## src/rtl/vram_req_queue.sv

```systemverilog
// -----------------------------------------------------------------------------
// vram_req_queue
//
// Request buffer sitting directly upstream of the VRAM arbiter's
// register-interface port. Single-cycle read/write requests from the register
// block are queued in a small circular FIFO. The head entry is presented to
// the arbiter with a sel/ack handshake, and read data is returned with a
// one-cycle valid pulse. The buffer lets register-side writes continue while
// the arbiter is busy serving video fetches.
//
// Parameters
//   DEPTH_LOG2   log2 of FIFO depth (1..4, default 2 -> 4 entries)
//
// Ports
//   clk          system clock, rising edge
//   reset_n_i    asynchronous active-low reset
//   push_i       enqueue strobe (one cycle per request)
//   push_wr_i    1 = write, 0 = read
//   push_mask_i  nibble write mask
//   push_addr_i  VRAM word address
//   push_data_i  write data
//   full_o       FIFO full (registered)
//   empty_o      FIFO empty (registered)
//   count_o      number of entries held
//   overflow_o   sticky flag: a push was attempted while full
//   ovf_clr_i    clears overflow_o (a same-cycle dropped push wins)
//   arb_sel_o    request to the arbiter (= ~empty_o)
//   arb_wr_o     head entry write flag   (0 when empty)
//   arb_mask_o   head entry nibble mask  (0 when empty)
//   arb_addr_o   head entry address      (0 when empty)
//   arb_data_o   head entry write data   (0 when empty)
//   arb_ack_i    arbiter acknowledge; pops the head when not empty
//   vram_data_i  common VRAM read data, valid in the ack cycle
//   rd_data_o    last read result
//   rd_valid_o   one-cycle pulse when rd_data_o has been updated
// -----------------------------------------------------------------------------
module vram_req_queue #(
    parameter int DEPTH_LOG2 = 2
) (
    input  logic                  clk,
    input  logic                  reset_n_i,

    input  logic                  push_i,
    input  logic                  push_wr_i,
    input  logic [3:0]            push_mask_i,
    input  logic [15:0]           push_addr_i,
    input  logic [15:0]           push_data_i,

    output logic                  full_o,
    output logic                  empty_o,
    output logic [DEPTH_LOG2:0]   count_o,
    output logic                  overflow_o,
    input  logic                  ovf_clr_i,

    output logic                  arb_sel_o,
    output logic                  arb_wr_o,
    output logic [3:0]            arb_mask_o,
    output logic [15:0]           arb_addr_o,
    output logic [15:0]           arb_data_o,
    input  logic                  arb_ack_i,

    input  logic [15:0]           vram_data_i,
    output logic [15:0]           rd_data_o,
    output logic                  rd_valid_o
);

    localparam int                  DEPTH     = 1 << DEPTH_LOG2;
    localparam logic [DEPTH_LOG2:0] DEPTH_CNT = (DEPTH_LOG2 + 1)'(DEPTH);

    typedef logic [15:0] addr_t;
    typedef logic [15:0] word_t;

    typedef struct packed {
        logic       wr;
        logic [3:0] mask;
        addr_t      addr;
        word_t      data;
    } req_t;

    // -------------------------------------------------------------------------
    // State
    // -------------------------------------------------------------------------
    req_t                  mem [DEPTH];
    logic [DEPTH_LOG2-1:0] head_q;
    logic [DEPTH_LOG2-1:0] tail_q;
    logic [DEPTH_LOG2:0]   count_q;
    logic                  full_q;
    logic                  empty_q;
    logic                  ovf_q;
    word_t                 rd_data_q;
    logic                  rd_valid_q;

    // -------------------------------------------------------------------------
    // Handshake decode
    // -------------------------------------------------------------------------
    req_t                head_req;
    req_t                push_req;
    logic                push_ok;
    logic                push_drop;
    logic                pop;
    logic [DEPTH_LOG2:0] count_nxt;

    assign head_req = mem[head_q];
    assign push_req = '{wr: push_wr_i, mask: push_mask_i, addr: push_addr_i, data: push_data_i};

    // Both decisions use the registered flags, so a push while full is dropped
    // even when the head pops in the same cycle, and a stale ack into an empty
    // queue is ignored.
    assign push_ok   = push_i & ~full_q;
    assign push_drop = push_i &  full_q;
    assign pop       = arb_ack_i & ~empty_q;

    // NOTE: every variable assigned in always_comb gets a default first, so no
    // path leaves it unassigned and no latch is inferred.
    always_comb begin
        count_nxt = count_q;
        unique case ({push_ok, pop})
            2'b10:   count_nxt = count_q + 1'b1;
            2'b01:   count_nxt = count_q - 1'b1;
            default: count_nxt = count_q;   // idle, or push and pop together
        endcase
    end

    // -------------------------------------------------------------------------
    // Entry storage
    // -------------------------------------------------------------------------
    // NOTE: the storage array has no reset; an entry is only ever observed
    // after it has been written, and the head outputs are forced to zero
    // while the queue is empty, so resetting it would buy nothing.
    always_ff @(posedge clk) begin
        if (push_ok) begin
            mem[tail_q] <= push_req;
        end
    end

    // -------------------------------------------------------------------------
    // Pointers, occupancy and status flags
    // -------------------------------------------------------------------------
    // NOTE: sequential state is assigned with non-blocking assignments so all
    // flops sample the pre-edge values of each other regardless of order.
    always_ff @(posedge clk or negedge reset_n_i) begin
        if (!reset_n_i) begin
            head_q  <= '0;
            tail_q  <= '0;
            count_q <= '0;
            full_q  <= 1'b0;
            empty_q <= 1'b1;
        end else begin
            // Pointers are exactly DEPTH_LOG2 bits wide, so the increment
            // wraps modulo the depth on its own.
            if (push_ok) begin
                tail_q <= tail_q + 1'b1;
            end
            if (pop) begin
                head_q <= head_q + 1'b1;
            end
            count_q <= count_nxt;
            full_q  <= (count_nxt == DEPTH_CNT);
            empty_q <= (count_nxt == '0);
        end
    end

    // Sticky overflow: a dropped push takes priority over a same-cycle clear.
    always_ff @(posedge clk or negedge reset_n_i) begin
        if (!reset_n_i) begin
            ovf_q <= 1'b0;
        end else if (push_drop) begin
            ovf_q <= 1'b1;
        end else if (ovf_clr_i) begin
            ovf_q <= 1'b0;
        end
    end

    // -------------------------------------------------------------------------
    // Read return: VRAM data is valid in the ack cycle, so it is captured on
    // the popping edge of a read and flagged for exactly the next cycle.
    // Write pops leave rd_data_o untouched.
    // -------------------------------------------------------------------------
    always_ff @(posedge clk or negedge reset_n_i) begin
        if (!reset_n_i) begin
            rd_data_q  <= '0;
            rd_valid_q <= 1'b0;
        end else begin
            rd_valid_q <= pop & ~head_req.wr;
            if (pop && !head_req.wr) begin
                rd_data_q <= vram_data_i;
            end
        end
    end

    // -------------------------------------------------------------------------
    // Outputs. arb_sel_o comes straight from the registered empty flag; a push
    // into an empty queue therefore requests the arbiter one cycle later.
    // Head fields are zeroed while empty so the bus never shows stale entries.
    // -------------------------------------------------------------------------
    always_comb begin
        arb_wr_o   = 1'b0;
        arb_mask_o = '0;
        arb_addr_o = '0;
        arb_data_o = '0;
        if (!empty_q) begin
            arb_wr_o   = head_req.wr;
            arb_mask_o = head_req.mask;
            arb_addr_o = head_req.addr;
            arb_data_o = head_req.data;
        end
    end

    assign arb_sel_o  = ~empty_q;
    assign full_o     = full_q;
    assign empty_o    = empty_q;
    assign count_o    = count_q;
    assign overflow_o = ovf_q;
    assign rd_data_o  = rd_data_q;
    assign rd_valid_o = rd_valid_q;

endmodule
```

## config.mk

```make
export PLATFORM = sky130hd
export DESIGN_NAME = vram_req_queue
export DESIGN_NICKNAME = d
export VERILOG_FILES = /design/src/rtl/vram_req_queue.sv
export SDC_FILE = /design/constraint.sdc
export NUM_CORES = 1
export LEC_CHECK = 0
export ABC_AREA = 1
export BUFFER_PORTS_ARGS = -buffer_cell sky130_fd_sc_hd__buf_2
export CAP_MARGIN = 20
export CORE_UTILIZATION = 40
export CTS_CLUSTER_SIZE = 8
export DETAILED_ROUTE_END_ITERATION = 7
export PLACE_DENSITY = 0.66
export REMOVE_ABC_BUFFERS = 1
export SLEW_MARGIN = 40
export SYNTH_ARGS = -nofsm -noshare
export SYNTH_HDL_FRONTEND = slang
export SYNTH_SLANG_ARGS = --single-unit
```

## constraint.sdc

```tcl
create_clock -name clk -period 3.65 [get_ports clk]
set_input_delay 0.365 -clock clk [delete_from_list [all_inputs] [get_ports clk]]
set_output_delay 0.365 -clock clk [all_outputs]
set_load 0.01 [all_outputs]
```

---- Word level (Yosys, flattened, before mapping) ----
Memory sizes are Yosys's and may differ from the RTL's.
Index checks and enable logic that the tools add are counted.
Widths: inputs -> output; s select.
word-level totals
  flip-flop bits (word level) ............. 27
  RAM bits ................................ 148
  input bits .............................. 58
  output and inout bits ................... 61
  memories kept ........................... 1
cells by class
  add/subtract/negate cells ............... 4
  equal/unequal tests ..................... 3
  multiplexer cells ....................... 9
  bitwise gates (word level) .............. 7
  reduce and logical (&&, ||, !) cells .... 4
memory list
  name  words  width  rd ports  clocked after memory_dff  write ports  RTL line  RTL
  mem   4      37     1         0                         1            83        req_t mem [DEPTH];
operators by type and width
  operator             count
  $mux 16              2
  $pmux 3 s2           1
  $mux 1               5
  $add 2x1->2 const B  2
  $and 1x1->1          4
  $mux 4               1
  $add 3x1->3 const B  1
  $eq 3x3->1 const B   1
  $logic_not 3->1      1
  $not 1->1            3
  $sub 3x1->3 const B  1
  $eq 2x1->1 const B   1
  $eq 2x2->1 const B   1
  $reduce_bool 2->1    1
  $logic_and 1x1->1    1
  $logic_not 1->1      1

---- Logic depth before layout (Yosys ltp) ----
Gate-level depths: netlist (run 1).
  word-level depth ........................ 5
  mapped depth ............................ 12
  depth with buffers taken out ............ 10

---- Least setup slack after synthesis (run 1) ----
OpenSTA, ideal clock, no wires.
  kind .................................... register -> register
  start ................................... reg tail_q[0]
  end ..................................... mem mem[2][0] (netlist bit), enable pin
  library setup time ...................... 431 ps
  data arrival time ....................... 2223 ps
  required time ........................... 3219 ps
  slack ................................... 996 ps
  stages on the path, launching flop included .. 5
  period minus slack after synthesis ...... 2654 ps
  cell sequence ........................... dfrtp_1 -> inv_1 -> ha_1 -> inv_1 -> nor2_1
RTL lines
  what                      RTL line  RTL
  start: declaration        85        logic [DEPTH_LOG2-1:0] tail_q;
  start signal: assignment  152       tail_q <= tail_q + 1'b1;
  end: declaration          83
No word-level cell before the write port.

---- Worst setup path after layout (run 1) ----
  start ................................... reg head_q[0]
  end ..................................... out arb_addr_o[4]
between the ends
  word-level cells in the longest chain between the ends .. 2
RTL lines
  what                      RTL line  RTL
  start: declaration        84        logic [DEPTH_LOG2-1:0] head_q;
  start signal: assignment  155       head_q <= head_q + 1'b1;
  $mem_v2 4x37              -
  $mux 16                   201       if (!empty_q) begin
  end: declaration          58        output logic [15:0] arb_addr_o,
No other way between the ends.

==> flow_metrics.env, run 1 <==
export IMPL_avgSynthCellArea_sq_um=12.1
export IMPL_die_h_um=133
export IMPL_fp_dieW_um=133
export IMPL_grt_antenna_before_repair=1
export IMPL_outcome="finished clean"
export IMPL_whs_path_depth=2
export IMPL_dp_hpwl_um=8580
export IMPL_start_kind="flip-flop"
export IMPL_cts_root_buf="clkbuf_16"
export IMPL_cts_repair_resized=0
export IMPL_synth_seq_area_share_pct=74.2
export IMPL_start_util_pct=41.3
export IMPL_vias_per_cell=4.94
export IMPL_grt_pass1_vias=4562
export IMPL_hold_violations=0
export IMPL_cts_tree="built"
export IMPL_ant_nets=0
export IMPL_grt_max_degree=77
export IMPL_routedWlPerCell_um=15.8
export IMPL_cp_max_fo=76
export IMPL_synthTopCellsByArea="edfxtp_1, dfrtp_1, nor2_1"
export IMPL_layout_common_cells="nor2_1, edfxtp_1, buf_2"
export IMPL_netlist_area_leader_share_pct=64.4
export IMPL_r2r_end="full_o"
export IMPL_routed_wirelength_um=14500
export IMPL_synth_cells=569
export IMPL_yosysUniqueCellTypes=23
export IMPL_yosys_most_used_dff="edfxtp_1"
export IMPL_total_leakage_power_nw=3.23
export IMPL_track_usage_pct=17.3
export IMPL_gp_congestion=0.737
export IMPL_die_area_sq_um=17800
export IMPL_htreeDepth=4
export IMPL_r2r_slack_ns=1.51
export IMPL_synth_top_area_cell="edfxtp_1"
export IMPL_postCtsHoldBufs=1
export IMPL_cts_setup_buffers=0
export IMPL_required_ns=3.28
export IMPL_route_detailed_drc=0
export IMPL_finalClockSkew_ns=0.00815
export IMPL_slew_violations=0
export IMPL_grt_pass1_wl_um=23300
export IMPL_maxSlewHeadroom_pct=46.1
export IMPL_async_flop_share_pct=15.4
export IMPL_synth_edf_count=148
export IMPL_min_period_over_period_pct=71.4
export IMPL_num_vias=4544
export IMPL_rsz0062_at_grt="false"
export IMPL_ir_worst_vdd_mv=0.397
export IMPL_arrival_ns=2.24
export IMPL_clk_latency_ns=0.42
export IMPL_clk_pin_slew_ns=0.06
export IMPL_use_met2_pct=29.4
export IMPL_area_delta_synth_final_pct=20.0
export IMPL_port_buffers=118
export IMPL_pin_count=119
export IMPL_r2r_start="full_o"
export IMPL_min_from="ovf_clr_i"
export IMPL_drt_iter0_markers=275
export IMPL_holdPathEnd="overflow_o"
export IMPL_ys_seq_elements=175
export IMPL_yosysWarnings=0
export IMPL_syn_area_sq_um=6900
export IMPL_pre_cts_slack_ns=1.46
export IMPL_reg2regPathDepth=7
export IMPL_drt_pass1_iter_count=4
export IMPL_fin_tns_setup_ns=0
export IMPL_setup_viol=0
export IMPL_clock_sinks=175
export IMPL_powerDensity_nw_per_um2=856
export IMPL_fmax_mhz=383
export IMPL_hold_path_class="in -> reg"
export IMPL_grt_use_met3_pct=4.95
export IMPL_fin_nets=749
export IMPL_endpoint_kind="output pin"
export IMPL_top_usage_layer="met2"
export IMPL_post_route_cells_drive_above_1_share_pct=23.9
export IMPL_grtUsageMet1_pct=21.5
export IMPL_drv_cap=0
export IMPL_clockBufferDepth=2
export IMPL_numCtsBuffers=17
export IMPL_overflow=0
export IMPL_rows=47
export IMPL_crit_type="reg -> out"
export IMPL_fin_ws_ns=1.04
export IMPL_period_minus_slack_ns=2.61
export IMPL_tightest_slew_ns=0.809
export IMPL_placeableCoreArea_sq_um=16700
through the flow:
stage	util, %	area [sq um]	instances	power, mW	hold slack [ns]
3_5_place_dp	46.2	7720	885	5.48	0.407
2_1_floorplan	-	6750	537	4.40	0.0694
4_1_cts	49.6	8280	918	7.18	0.110
5_1_grt	49.6	8280	918	7.59	0.136
3_3_place_gp	46.2	7720	885	5.41	0.399
6_report	49.6	8290	919	7.09	0.135
power by group:
part / switching, mW / internal, mW
registers: 0.146 / 2.67
logic: 1.72 / 0.857
clock network: 0.701 / 0.994
cell families after synthesis:
| logic type | Yosys count | share of synthesized area, % |
|---|---|---|
| AO/OA/AOI/OAI | 112 | 8.12 |
| XOR/XNOR | 3 | 0.381 |
| adder cells (fa/ha/maj) | 6 | 1.20 |
| buffers and inverters | 51 | 3.32 |
| flip-flops | 175 | 74.2 |
| AND/OR/NAND/NOR | 222 | 12.8 |
critical path: stages, from the launching register on:
cell	delay (ns)
dfrtp_2	0.36
buf_4	0.63
nor2_1	0.14
nor2_1	0.15
o21ai_0	0.10
a21oi_1	0.23
buf_2	0.17
sequential cells by signal, indices dropped and copies added (netlist names):
register and flops:
mem 148, rd_data_o 16, count_o 3, head_q 2, tail_q 2, empty_o 1
full_o 1, overflow_o 1, rd_valid_o 1
worst max path at each step:
stage | startpoint | to | slack (ns) | cells after the start
2_1_floorplan | head_q[0] | arb_wr_o | 0.55 | 5
3_3_place_gp | head_q[0] | arb_addr_o[15] | 1.53 | 5
3_5_place_dp | push_i | full_o | 1.46 | 7
4_1_cts | head_q[0] | arb_addr_o[15] | 1.03 | 5
5_1_grt | head_q[0] | arb_addr_o[15] | 0.81 | 5
6_report | head_q[0] | arb_addr_o[4] | 1.04 | 6
layout make-up:
class / count / area (sq um)
sequential: 175 / 5120
clock buffer: 19 / 433
clock inverter: 13 / 123
tap: 220 / 275
fill: 1522 / 8410
multi-input combinational: 343 / 1580
inverter: 19 / 71.3
timing repair buffer: 129 / 676
antenna: 1 / 2.50
cell usage after synthesis, drive strengths merged, types with 3 or more instances:
| library cell | n |
|---|---|
| nor2 | 152 |
| edfxtp | 148 |
| o21ai | 74 |
| nand2 | 48 |
| a21oi | 38 |
| dfrtp | 26 |
| buf | 21 |
| nand3 | 20 |
| inv | 19 |
| clkbuf | 11 |
| ha | 5 |
| xor2 | 3 |
metal layers:
metal	up-vias	wire, um
met1	2197	6320
met5	-	0
met2	138	7220
li1	2199	-
met4	0	110
met3	10	884
No activity file was read; power rests on OpenSTA's default activity.
==> run 2, diff against run 1 <==
--- a/config.mk
+++ b/config.mk
@@ -11,7 +11,7 @@
 export CORE_UTILIZATION = 40
 export CTS_CLUSTER_SIZE = 8
 export DETAILED_ROUTE_END_ITERATION = 7
-export PLACE_DENSITY = 0.66
+export PLACE_DENSITY = 0.68
 export REMOVE_ABC_BUFFERS = 1
 export SLEW_MARGIN = 40
 export SYNTH_ARGS = -nofsm -noshare
==> constraint.sdc (replaced) <==
create_clock -name clk -period 2.2 [get_ports clk]
set_input_delay 0.22 -clock clk [delete_from_list [all_inputs] [get_ports clk]]
set_output_delay 0.22 -clock clk [all_outputs]
set_load 0.01 [all_outputs]
==> run 2 against run 1 <==
  * First-iteration DRC count decreased by 2.2%
  * Die area is the same
  * Final area grew 4.5%
  * Critical path type unchanged
==> flow_metrics.env, run 2 (synthesis results as in run 1) <==
export IMPL_fp_dieW_um=133
export IMPL_dp_hpwl_um=8720
export IMPL_use_met2_pct=29.6
export IMPL_port_buffers=118
export IMPL_place_area_sq_um=7810
export IMPL_htreeDepth=4
export IMPL_overflow=0
export IMPL_track_usage_pct=17.6
export IMPL_clockBufferDepth=2
export IMPL_largest_reg_flops=148
export IMPL_routed_wirelength_um=14900
export IMPL_outcome="finished clean"
export IMPL_fin_tns_setup_ns=0
export IMPL_max_stage_delay_ns=0.43
export IMPL_min_period_over_period_pct=96.8
export IMPL_clk_pin_slew_ns=0.07
export IMPL_total_leakage_power_nw=3.41
export IMPL_slew_violations=0
export IMPL_finalClockSkew_ns=0.00935
export IMPL_cts_root_buf="clkbuf_16"
export IMPL_die_h_um=133
export IMPL_pin_count=119
export IMPL_maxSlewHeadroom_pct=59.3
export IMPL_start_kind="flip-flop"
export IMPL_endpoint_kind="output pin"
export IMPL_clock_sinks=175
export IMPL_holdPathEnd="mem[2][33]"
export IMPL_grt_antenna_before_repair=0
export IMPL_drv_cap=0
export IMPL_grt_use_met3_pct=4.87
export IMPL_reg2regPathDepth=6
export IMPL_fmax_mhz=469
export IMPL_r2r_slack_ns=0.32
export IMPL_area_delta_synth_final_pct=25.4
export IMPL_placeableCoreArea_sq_um=16700
export IMPL_num_vias=4677
export IMPL_diodes=0
export IMPL_crit_chain="inv_2 -> buf_6 -> o21ai_0 -> a21oi_1 -> buf_2"
export IMPL_tightest_slew_ns=0.610
export IMPL_grt_pass1_vias=4714
export IMPL_min_from="push_mask_i[1]"
export IMPL_final_area_sq_um=8660
export IMPL_drt_pass1_iter_count=4
export IMPL_final_cells=946
export IMPL_grt_pass1_wl_um=23700
export IMPL_numCtsBuffers=17
export IMPL_powerDensity_nw_per_um2=1400
export IMPL_placed_cells=889
export IMPL_whs_path_depth=1
export IMPL_r2r_start="empty_o"
export IMPL_cpMaxStageDelayCell="dfrtp_2"
export IMPL_cp_max_fo=28
export IMPL_pre_cts_slack_ns=0.339
export IMPL_rows=47
export IMPL_gp_congestion=0.746
export IMPL_cts_setup_buffers=0
export IMPL_die_area_sq_um=17800
export IMPL_routedWlPerCell_um=15.8
export IMPL_hold_violations=0
export IMPL_ant_nets=0
export IMPL_drt_iter0_markers=269
export IMPL_vias_per_cell=4.94
export IMPL_largest_register="mem"
export IMPL_grtUsageMet1_pct=21.7
export IMPL_post_route_cells_drive_above_1_share_pct=24.4
export IMPL_fin_ws_ns=0.0696
export IMPL_fin_nets=777
export IMPL_period_minus_slack_ns=2.13
export IMPL_setup_viol=0
export IMPL_clk_latency_ns=0.43
export IMPL_grt_max_degree=77
export IMPL_ir_worst_vdd_mv=0.645
export IMPL_cts_tree="built"
export IMPL_rsz0062_at_grt="false"
export IMPL_arrival_ns=1.91
export IMPL_layout_common_cells="nor2_1, edfxtp_1, buf_2"
export IMPL_hold_path_class="in -> reg"
export IMPL_required_ns=1.98
export IMPL_route_detailed_drc=0
export IMPL_power_total_mw=12.1
export IMPL_crit_type="reg -> out"
export IMPL_top_usage_layer="met2"
export IMPL_r2r_end="full_o"
export IMPL_start_util_pct=41.3
## run 2: changes by cell type in the layout (fill, tap and decap cells not counted), moves of 2 or more
cell and delta:
dlygate4sd3_1 +24, buf_12 +5, clkinv_1 -4, inv_6 +4
clkbuf_16 +3, clkinv_4 +3, clkinvlp_4 -3, buf_4 -2
bufinv_16 -2, clkbuf_1 -2, inv_4 +2
## run 2: what timing repair did
action,CTS,global route
hold buffers,24,1
hold endpoints to repair,112,4
setup endpoints to repair,1,0
resized for setup,1,0
## run 2: power breakdown
group	switching (mW)	internal, mW	total, mW	leakage, nW
Clock	1.25	1.67	2.92	0.298
Combinational	2.90	1.59	4.49	1.43
Sequential	0.276	4.43	4.71	1.69
Total	4.43	7.68	12.1	3.41
## run 2: metal layers
layer / up-vias / wire length, um
met2: 134 / 7360
li1: 2252 / -
met5: - / 0
met3: 19 / 760
met4: 0 / 199
met1: 2272 / 6580
## run 2: how the worst max path moves through the flow
stage / start / endpoint / slack, ns / cells after the start
CTS: head_q[0] / arb_addr_o[14] / 0.06 / 5
finish: head_q[0] / arb_addr_o[14] / 0.07 / 5
global route: head_q[0] / arb_addr_o[14] / 0.006 / 5
detailed placement: empty_o / full_o / 0.34 / 6
global placement: empty_o / full_o / 0.46 / 6
floorplan: head_q[0] / rd_data_o[0] / -0.83 / 7
## run 2: cell type report
cell class	count	area, sq um
Timing Repair Buffer	157	1010
Fill cell	1466	8040
Inverter	19	71.3
Clock buffer	20	500
Clock inverter	12	92.6
Multi-Input combinational cell	343	1580
Sequential cell	175	5120
Tap cell	220	275
## run 2: critical path, delay by kind of cell (launching register included)
family,cells,cell delay [ns]
AO/OA/AOI/OAI,2,0.37
buffers and inverters,3,0.69
flip-flops,1,0.43
## run 2: through the flow
| stage | util [%] | hold WS (ns) |
|---|---|---|
| 2_1_floorplan | - | -0.0756 |
| 3_3_place_gp | 46.8 | 0.248 |
| 3_5_place_dp | 46.8 | 0.269 |
| 4_1_cts | 51.8 | 0.0000122 |
| 5_1_grt | 51.8 | 0.00612 |
| 6_report | 51.8 | 0.0162 |
